==> config.mk <==
export PLATFORM = sky130hd
export DESIGN_NAME = fp_div_seq
export DESIGN_NICKNAME = d
export VERILOG_FILES = /design/src/rtl/fp_div_seq.sv
export SDC_FILE = /design/constraint.sdc
export NUM_CORES = 1
export LEC_CHECK = 0
export ABC_AREA = 1
export ABC_CLOCK_PERIOD_IN_PS = 5800
export BUFFER_PORTS_ARGS = -buffer_cell sky130_fd_sc_hd__buf_4
export CAP_MARGIN = 20
export CORE_ASPECT_RATIO = 0.9
export CORE_MARGIN = 5
export CORE_UTILIZATION = 41
export DETAILED_ROUTE_END_ITERATION = 10
export PLACE_DENSITY_LB_ADDON = 0.1
export SLEW_MARGIN = 20
export SYNTH_ARGS = -nofsm -noshare
export SYNTH_HDL_FRONTEND = slang
export SYNTH_SLANG_ARGS = --single-unit
==> constraint.sdc <==
create_clock -name clk -period 5.8 [get_ports clk]
set_input_delay 0 -clock clk [delete_from_list [all_inputs] [get_ports clk]]
set_output_delay 0 -clock clk [all_outputs]
set_load 0.1 [all_outputs]
==> src/rtl/fp_div_seq.sv <==
// rtl/fp_div_seq.sv - sequential IEEE-754 single-precision divider
// Radix-2 restoring mantissa divider, one quotient bit per clock, round-to-nearest-even.
module fp_div_seq #(
  parameter int width = 32,
  parameter int ITER  = 26
) (
  input  logic             clk,
  input  logic             rst,
  input  logic             start,
  input  logic [width-1:0] a,
  input  logic [width-1:0] b,
  output logic             busy,
  output logic             done,
  output logic [width-1:0] result,
  output logic             overflow,
  output logic             underflow,
  output logic             div_by_zero,
  output logic             invalid
);

  typedef enum logic [1:0] {S_IDLE, S_DIVIDE, S_ROUND, S_DONE} state_t;
  typedef enum logic [2:0] {SP_NONE, SP_NAN, SP_INF, SP_ZERO, SP_DBZ} spec_t;

  localparam logic [4:0] LAST_ITER = 5'(ITER - 1);

  state_t             state_q;
  spec_t              spec_q;
  logic [4:0]         cnt_q;
  logic               sign_q;
  logic signed [9:0]  exp_q;
  logic [22:0]        frac_q;
  logic [23:0]        mb_q;
  logic [25:0]        r_q, q_q;
  logic               busy_q, done_q;
  logic [width-1:0]   result_q;
  logic               ovf_q, unf_q, dbz_q, inv_q;

  // Operand decode (denormals flush to zero)
  logic              a_zero, a_inf, a_nan, b_zero, b_inf, b_nan;
  logic [23:0]       ma_dec, mb_dec;
  logic signed [9:0] exp_dec;
  spec_t             spec_dec;

  always_comb begin
    a_zero  = (a[30:23] == 8'h00);
    b_zero  = (b[30:23] == 8'h00);
    a_inf   = (a[30:23] == 8'hFF) && (a[22:0] == 23'd0);
    b_inf   = (b[30:23] == 8'hFF) && (b[22:0] == 23'd0);
    a_nan   = (a[30:23] == 8'hFF) && (a[22:0] != 23'd0);
    b_nan   = (b[30:23] == 8'hFF) && (b[22:0] != 23'd0);
    ma_dec  = a_zero ? 24'd0 : {1'b1, a[22:0]};
    mb_dec  = b_zero ? 24'd0 : {1'b1, b[22:0]};
    // Biased for the q[25]=0 case; the normaliser adds one when q[25]=1
    exp_dec = $signed({2'b00, a[30:23]}) - $signed({2'b00, b[30:23]}) + 10'sd126;
    if (a_nan || b_nan || (a_zero && b_zero) || (a_inf && b_inf)) spec_dec = SP_NAN;
    else if (a_inf)  spec_dec = SP_INF;
    else if (b_inf)  spec_dec = SP_ZERO;
    else if (b_zero) spec_dec = SP_DBZ;
    else if (a_zero) spec_dec = SP_ZERO;
    else             spec_dec = SP_NONE;
  end

  // One restoring-division step
  logic        r_ge;
  logic [25:0] r_sub, r_d, q_d;

  always_comb begin
    r_ge  = (r_q >= {2'b00, mb_q});
    r_sub = r_ge ? (r_q - {2'b00, mb_q}) : r_q;
    r_d   = r_sub << 1;
    q_d   = {q_q[24:0], r_ge};
  end

  // Normalise and round; the hidden bit is implicit, so a carry out of the
  // fraction means the mantissa became 2.0 and renormalises to 1.0
  logic [22:0]       norm_frac;
  logic              guard, sticky, round_up;
  logic signed [9:0] norm_exp, rnd_exp;
  logic [23:0]       frac_sum;

  always_comb begin
    if (q_q[25]) begin
      norm_frac = q_q[24:2];
      guard     = q_q[1];
      sticky    = q_q[0] | (r_q != 26'd0);
      norm_exp  = exp_q + 10'sd1;
    end else begin
      norm_frac = q_q[23:1];
      guard     = q_q[0];
      sticky    = (r_q != 26'd0);
      norm_exp  = exp_q;
    end
    round_up = guard & (sticky | norm_frac[0]);
    frac_sum = {1'b0, norm_frac} + {23'd0, round_up};
    rnd_exp  = frac_sum[23] ? (norm_exp + 10'sd1) : norm_exp;
  end

  // Final packing with special-case override
  logic [width-1:0] res_d;
  logic             ovf_d, unf_d, dbz_d, inv_d;

  always_comb begin
    res_d = {sign_q, exp_q[7:0], frac_q};
    ovf_d = 1'b0;
    unf_d = 1'b0;
    dbz_d = 1'b0;
    inv_d = 1'b0;
    case (spec_q)
      SP_NAN:  begin res_d = 32'h7FC0_0000; inv_d = 1'b1; end
      SP_INF:  res_d = {sign_q, 8'hFF, 23'd0};
      SP_ZERO: res_d = {sign_q, 31'd0};
      SP_DBZ:  begin res_d = {sign_q, 8'hFF, 23'd0}; dbz_d = 1'b1; end
      default: begin
        if (exp_q >= 10'sd255) begin
          res_d = {sign_q, 8'hFF, 23'd0};
          ovf_d = 1'b1;
        end else if (exp_q <= 10'sd0) begin
          res_d = {sign_q, 31'd0};
          unf_d = 1'b1;
        end
      end
    endcase
  end

  always_ff @(posedge clk or posedge rst) begin
    if (rst) begin
      state_q  <= S_IDLE;
      spec_q   <= SP_NONE;
      cnt_q    <= 5'd0;
      sign_q   <= 1'b0;
      exp_q    <= 10'sd0;
      frac_q   <= 23'd0;
      mb_q     <= 24'd0;
      r_q      <= 26'd0;
      q_q      <= 26'd0;
      busy_q   <= 1'b0;
      done_q   <= 1'b0;
      result_q <= '0;
      ovf_q    <= 1'b0;
      unf_q    <= 1'b0;
      dbz_q    <= 1'b0;
      inv_q    <= 1'b0;
    end else begin
      done_q <= 1'b0;
      case (state_q)
        S_IDLE: begin
          if (start) begin
            sign_q  <= a[31] ^ b[31];
            spec_q  <= spec_dec;
            exp_q   <= exp_dec;
            r_q     <= {2'b00, ma_dec};
            mb_q    <= mb_dec;
            q_q     <= 26'd0;
            cnt_q   <= 5'd0;
            busy_q  <= 1'b1;
            state_q <= S_DIVIDE;
          end
        end
        S_DIVIDE: begin
          r_q   <= r_d;
          q_q   <= q_d;
          cnt_q <= cnt_q + 5'd1;
          if (cnt_q == LAST_ITER) state_q <= S_ROUND;
        end
        S_ROUND: begin
          frac_q  <= frac_sum[22:0];
          exp_q   <= rnd_exp;
          state_q <= S_DONE;
        end
        S_DONE: begin
          result_q <= res_d;
          ovf_q    <= ovf_d;
          unf_q    <= unf_d;
          dbz_q    <= dbz_d;
          inv_q    <= inv_d;
          done_q   <= 1'b1;
          busy_q   <= 1'b0;
          state_q  <= S_IDLE;
        end
        default: state_q <= S_IDLE;
      endcase
    end
  end

  assign busy        = busy_q;
  assign done        = done_q;
  assign result      = result_q;
  assign overflow    = ovf_q;
  assign underflow   = unf_q;
  assign div_by_zero = dbz_q;
  assign invalid     = inv_q;

endmodule
==> flow_summary.ini, run 1 <==
[setup_path]
crit_required_ns = 6.11
cp_slowest_cell = nand3_1
start_kind = flip-flop
crit_chain = inv_1 > ha_1 > inv_1 > fa_1 > nand4_1 > nand3b_1 > nand3_1 > nand3_2 > nand2_1 > nand2_1 > o21ai_1 > nand2_1
worstPathArrival_ns = 3.85
slowest_delay_ns = 0.75
cpMostUsedCell = nand2_1
critPathKind = reg -> reg
end_kind = flip-flop
crit_fanout = 26

[die]
core_mm2 = 0.02614
start_util_pct = 41.74
die_h_um = 164.8
die_w_um = 181.9
design.die.area_mm2 = 0.02997
io_pins = 105
rows = 56

[power_and_ir_drop]
power_frac_clock_pct = 14.7
p_sw_share_pct = 53.52
comb_power_share_pct = 61.8
netSwitchingPower_mw = 4.349
peakVddDrop_mv = 0.2383
power_mw = 8.126
leakage_nw = 6.498
powerDensity_mw_per_mm2 = 622.7
power.internal_mw = 3.777
p_seq_share_pct = 23.5

[timing]
fmax_mhz = 282.5
setup_ws_ns = 2.260
post-route-period-util_pct = 61.03
setup_viol = 0
relSlewSlack_pct = 28.48
layout_min_cycle_time_ns = 3.540
finalSetupTns_ns = 0
finClkSkew_ns = 0.01524
finalHoldViolations = 0
slew_viol_final = 0
rsz0062_at_grt = false
tightestPinTransition_ns = 1.073

[route]
vias = 10710
wl_per_cell_um = 16.46
drt_iter0_markers = 869
routed_wl_mm = 33.72
drt_first_pass_iters = 5
ant_nets = 0
drc = 0
vias_per_cell = 5.228

[flow_run]
maxCapViolCount = 0

[clock_network]
cts-root-buf = clkbuf_16
clk_latency_ns = 0.44
cts_tree = yes
cts_buffer_depth = 2
cts_resized = 0
cts_sinks = 158
clk_pin_slew_ns = 0.07
cts_buffers = 17
h-tree-depth = 4

[synth]
synthAdderAreaFrac_pct = 5.230
synth-edff-count = 0
synth_mux_area_share_pct = 0
synth_flop_cell = dfrtp_1
synth_top_cell_area_share_pct = 36.24
synth_area_leaders = dfrtp_1 36%, nand2_1 12%, inv_1 9.6%
synth_xor_area_share_pct = 2.409
avgSynthCellArea_um2 = 7.002
synth-seq-cells = 158
synth_top_family_by_area = simple AND/OR/NAND/NOR gates
yosysWarnings = 0
ys_types = 52
synth_area_mm2 = 0.01091
synth.top_cells.by_count = 339 x nand2_1, 278 x inv_1, 158 x dfrtp_1, 138 x nor2_1, 100 x o21ai_0
syn_inst = 1558
synth_fp_nets = 1670
synth_compound_area_share_pct = 15.25
synth.largest_area_cell = dfrtp_1
yosysMostFrequentCell = nand2_1
async_flop_share_pct = 100.0
yosys.area_share.simple_pct = 28.72
seq_area_frac_synth_pct = 36.24

[placement]
finalWeightedCongestion = 0.9325
preCtsSetupSlack_ns = 2.367
place.port_buffers = 104
dp_hpwl_mm = 25.55

[layout]
layout-drive-gt1-share_pct = 11.71
finalNetCount = 1799
syn2layout_area_growth_pct = 19.61
final_util_pct = 49.93

[min_path]
hold_class = in -> reg

[grt]
grtUsageTotal_pct = 22.62
antenna_found_initial = 0
grt_pass1_wl_mm = 54.65
grt_max_degree = 104
grt_overflow = 0
grt_pass1_vias = 10240

[run_status]
outcome = finished clean
worst paths after layout:
path / start / endpoint / slack, ns / depth (start not counted)
max: r_q[0]$_DFFE_PP0P_ / r_q[23]$_DFFE_PP0P_ / 2.26 / 12
min in group asynchronous: rst / r_q[7]$_DFFE_PP0P_ / 0.10 / 3
min reg2reg: result[20]$_DFFE_PP0P_ / result[20]$_DFFE_PP0P_ / 0.49 / 2
max reg2reg: r_q[0]$_DFFE_PP0P_ / r_q[23]$_DFFE_PP0P_ / 2.26 / 12
max in group asynchronous: rst / result[6]$_DFFE_PP0P_ / 4.26 / 5
min: a[8] / r_q[8]$_DFFE_PP0P_ / 0.03 / 5
cells in the final DEF (no fill, tap or decap), drive strengths merged, types with 45 or more instances in the layout:
cell and instances:
buf 113, nand3 101, dfrtp 158, inv 289
nand2 351, o21ai 125, a21oi 80, nor2 148
nand4 57, o22ai 54, dlygate4sd3 45
layer usage:
metal	wire [um]	vias to the layer above	GRT usage (%)
met1	17510	5069	35.20
met4	340	0	4.502
met2	14220	283	33.78
li1	-	5337	-
met5	0	-	0
met3	1643	24	2.775
final cells by class:
type / count / area, um^2
Clock buffer: 18 / 429.2
Fill cell: 2674 / 13090
Antenna cell: 1 / 2.502
Timing Repair Buffer: 158 / 1319
Multi-Input combinational cell: 1065 / 5642
Inverter: 287 / 1084
Clock inverter: 14 / 182.7
Tap cell: 348 / 435.4
Sequential cell: 158 / 3955
worst max-delay path, delay by kind of cell, from the launching register on:
| kind | cells | cell delay (ns) |
|---|---|---|
| adder cells (fa/ha/maj) | 2 | 0.59 |
| buffers and inverters | 2 | 0.18 |
| AND/OR/NAND/NOR | 7 | 2.21 |
| AO/OA/AOI/OAI | 1 | 0.08 |
| flip-flops | 1 | 0.36 |
sequential cells by signal, summed over array words and instances, names as in the netlist, 2 cells and up:
register and count:
q_q 26, result 32, state_q 2, mb_q 24
cnt_q 5, exp_q 10, frac_q 23, r_q 26
spec_q 3
timing repair:
| action | 4_1_cts | 5_1_grt |
|---|---|---|
| buffers inserted | 0 | 0 |
| endpoints found under the setup margin | 0 | 0 |
| endpoints found under the hold margin | 146 | 0 |
| hold buffers | 45 | 0 |
power by group through the flow:
stage / logic (mW) / clock network [mW] / registers (mW)
after floorplan: 3.32 / 0 / 2.29
after global placement: 4.95 / 0 / 1.91
after detailed placement: 4.94 / 0 / 1.92
after CTS: 4.99 / 1.22 / 1.91
after global routing: 5.63 / 1.26 / 1.97
final: 5.02 / 1.20 / 1.91
kinds of logic (layout without fill, tap and decap cells):
kind of cell               count (synthesis)  after routing
and+or+nand+nor                          700            700
DFF                                      158            158
buffers and inverters                    335            477
AOI/OAI and AO/OA                        290            290
other                                      0              1
xor gates and xnor gates                  30             30
adders and majority gates                 45             45
metrics by stage:
step                      hold slack, ns  cell area (um^2)  cells
after floorplan                   0.1469             10910   1558
after global placement            0.2519             11960   1970
after detailed placement          0.2517             11960   1970
after CTS                       0.009218             13020   2047
after global routing             0.04717             13050   2048
final                            0.03026             13050   2049
No activity file was read; power rests on OpenSTA's default activity.
==> run 2: changes to the inputs <==
--- a/config.mk
+++ b/config.mk
@@ -5,8 +5,8 @@
 export SDC_FILE = /design/constraint.sdc
 export NUM_CORES = 1
 export LEC_CHECK = 0
-export ABC_AREA = 1
-export ABC_CLOCK_PERIOD_IN_PS = 5800
+export ABC_AREA = 0
+export ABC_CLOCK_PERIOD_IN_PS = 3600
 export BUFFER_PORTS_ARGS = -buffer_cell sky130_fd_sc_hd__buf_4
 export CAP_MARGIN = 20
 export CORE_ASPECT_RATIO = 0.9
==> constraint.sdc (replaced) <==
create_clock -name clk -period 3.6 [get_ports clk]
set_input_delay 0 -clock clk [delete_from_list [all_inputs] [get_ports clk]]
set_output_delay 0 -clock clk [all_outputs]
set_load 0.1 [all_outputs]
==> flow_summary.ini, run 2 <==
[run_status]
outcome = finished clean

[route]
ant_nets = 0
wl_per_cell_um = 18.15
drt_first_pass_iters = 5
routed_wl_mm = 28.50
drt_iter0_markers = 763
drc = 0
vias_per_cell = 5.704
vias = 8955

[clock_network]
cts_tree = yes
h-tree-depth = 4
cts_buffers = 17
cts_buffer_depth = 2
clk_latency_ns = 0.44
cts_sinks = 158
clk_pin_slew_ns = 0.07
cts-root-buf = clkbuf_16
cts_resized = 0

[synth]
syn_inst = 1117
synth_area_mm2 = 0.01000
synth_area_leaders = dfrtp_1 40%, ha_1 5.5%, nand2_1 4.3%
yosysMostFrequentCell = dfrtp_1
synth-seq-cells = 158
synth_flop_cell = dfrtp_1
ys_types = 86
yosysWarnings = 0
synth.largest_area_cell = dfrtp_1
avgSynthCellArea_um2 = 8.957
synth.top_cells.by_count = 158 x dfrtp_1, 115 x nand2_1, 86 x a21oi_1, 84 x nor2_1, 63 x inv_1
seq_area_frac_synth_pct = 39.52
async_flop_share_pct = 100.0
synth-edff-count = 0
synth_fp_nets = 1229
synth_top_cell_area_share_pct = 39.52

[setup_path]
reg2reg_depth = 15
critPathKind = reg -> reg
start_kind = flip-flop
cpMostUsedCell = inv_1
crit_chain = inv_1 > ha_1 > inv_1 > fa_1 > a21oi_1 > o21ai_0 > a211oi_2 > buf_4 > o2111ai_1 > and2_1 > a21oi_2 > buf_12 > mux2_1 > a221oi_1 > nor2_1
critPathBufInv = 4
end_kind = flip-flop
slowest_delay_ns = 0.40
worstPathArrival_ns = 3.71
crit_required_ns = 3.91
crit_fanout = 27
path_depth = 15
crit_family = compound AO/OA/AOI/OAI gates
cp_slowest_cell = fa_1

[layout]
finalInstanceArea_mm2 = 0.01220
layout-drive-gt1-share_pct = 16.32
largest_reg_flops = 32
layout_common_cells = 157 x dfrtp_1, 124 x buf_4, 115 x nand2_1
syn2layout_area_growth_pct = 21.92
layout.cells.non_filler = 1570
nFillCells = 2243
finalNetCount = 1361
layout_commonest_cell = dfrtp_1
diodes = 0

[min_path]
hold_depth = 4
hold_class = in -> reg

[timing]
relSlewSlack_pct = 43.38
slew_viol_final = 0
finClkSkew_ns = 0.01538
finalSetupTns_ns = 0
setup_viol = 0
finalHoldViolations = 0
post-route-period-util_pct = 94.47
layout_min_cycle_time_ns = 3.401
fmax_mhz = 294.0
tightestPinTransition_ns = 0.8473
rsz0062_at_grt = false

[power_and_ir_drop]
leakage_nw = 5.365
peakVddDrop_mv = 0.4586
powerDensity_mw_per_mm2 = 883.9
power_mw = 10.78

[placement]
place.port_buffers = 104
dp_hpwl_mm = 20.01
dp_cells = 1487
place_area_mm2 = 0.01110
finalWeightedCongestion = 0.9039

[grt]
grt_pass1_vias = 8433
grt_overflow = 0
antenna_found_initial = 0
grt_max_degree = 91
grt_pass1_wl_mm = 45.50
grtUsageTotal_pct = 20.45

[die]
io_pins = 105
start_util_pct = 41.48
rows = 54
die_h_um = 158.2
design.die.area_mm2 = 0.02763
core_mm2 = 0.02412
die_w_um = 174.7

[flow_run]
maxCapViolCount = 0
[run 2: worst paths after layout]
path	from	slack [ns]	end
max	r_q[0]$_DFFE_PP0P_	0.20	r_q[14]$_DFFE_PP0P_
min	a[30]	0.07	exp_q[9]$_DFFE_PP0P_
max reg2reg	r_q[0]$_DFFE_PP0P_	0.20	r_q[14]$_DFFE_PP0P_
min reg2reg	mb_q[23]$_DFFE_PP0P_	0.49	mb_q[23]$_DFFE_PP0P_
max in group asynchronous	rst	2.53	q_q[6]$_DFFE_PP0P_
min in group asynchronous	rst	0.19	mb_q[15]$_DFFE_PP0P_
[run 2: layer usage]
| metal | part of all wire, % | vias up | global-route usage, % | routed length (um) |
|---|---|---|---|---|
| met3 | 5.1 | 29 | 3.558 | 1443 |
| met2 | 44 | 247 | 31.70 | 12670 |
| met5 | 0 | - | 0 | 0 |
| met4 | 1.3 | 0 | 5.348 | 376 |
| li1 | - | 4343 | - | - |
| met1 | 49 | 4336 | 29.81 | 14010 |
[run 2: worst reg2reg max path, stage by stage, from the launching register on]
cell and delay [ns]:
dfrtp_1 0.39, inv_1 0.08, ha_1 0.15, inv_1 0.05
fa_1 0.40, a21oi_1 0.19, o21ai_0 0.16, a211oi_2 0.20
buf_4 0.16, o2111ai_1 0.17, and2_1 0.25, a21oi_2 0.20
buf_12 0.20, mux2_1 0.34, a221oi_1 0.26, nor2_1 0.06
[run 2: where the power goes]
group	leakage [nW]	internal [mW]	total, mW	switching [mW]
sequential	2.05	2.25	2.70	0.451
combinational	3.04	2.32	6.22	3.90
clock	0.283	0.992	1.86	0.871
total	5.37	5.56	10.8	5.22
[run 2: metrics by stage]
step	worst slack (ns)	hold WS [ns]	utilization (%)
after global placement	0.3164	0.1070	46.00
after global routing	0.02662	0.08837	50.57
after floorplan	0.1018	0.1342	-
final	0.1992	0.06763	50.57
after detailed placement	0.1753	0.1097	46.00
after CTS	0.1300	0.05257	50.54
[run 2: area by class of cell]
type | count | area, um^2 | area share (%)
Clock inverter | 15 | 168.9 | 1.385
Inverter | 65 | 247.7 | 2.031
Timing Repair Buffer | 176 | 1471 | 12.06
Multi-Input combinational cell | 831 | 5544 | 45.45
Tap cell | 308 | 385.4 | 3.159
Clock buffer | 17 | 425.4 | 3.488
Sequential cell | 158 | 3955 | 32.42
[run 2: cell families after synthesis]
kind of cell,Yosys count,synth area share [%]
compound gates,339,22.54
xor+xnor,58,5.078
fa+ha+maj,46,5.803
buf+inv,128,5.252
flops,158,39.52
mux,46,4.940
simple gates,342,16.87
[run 2: repair_timing]
item	4_1_cts	5_1_grt
hold buffers	50	0
endpoints found under the hold margin	69	0
endpoints found under the setup margin	0	9
setup buffers	0	1
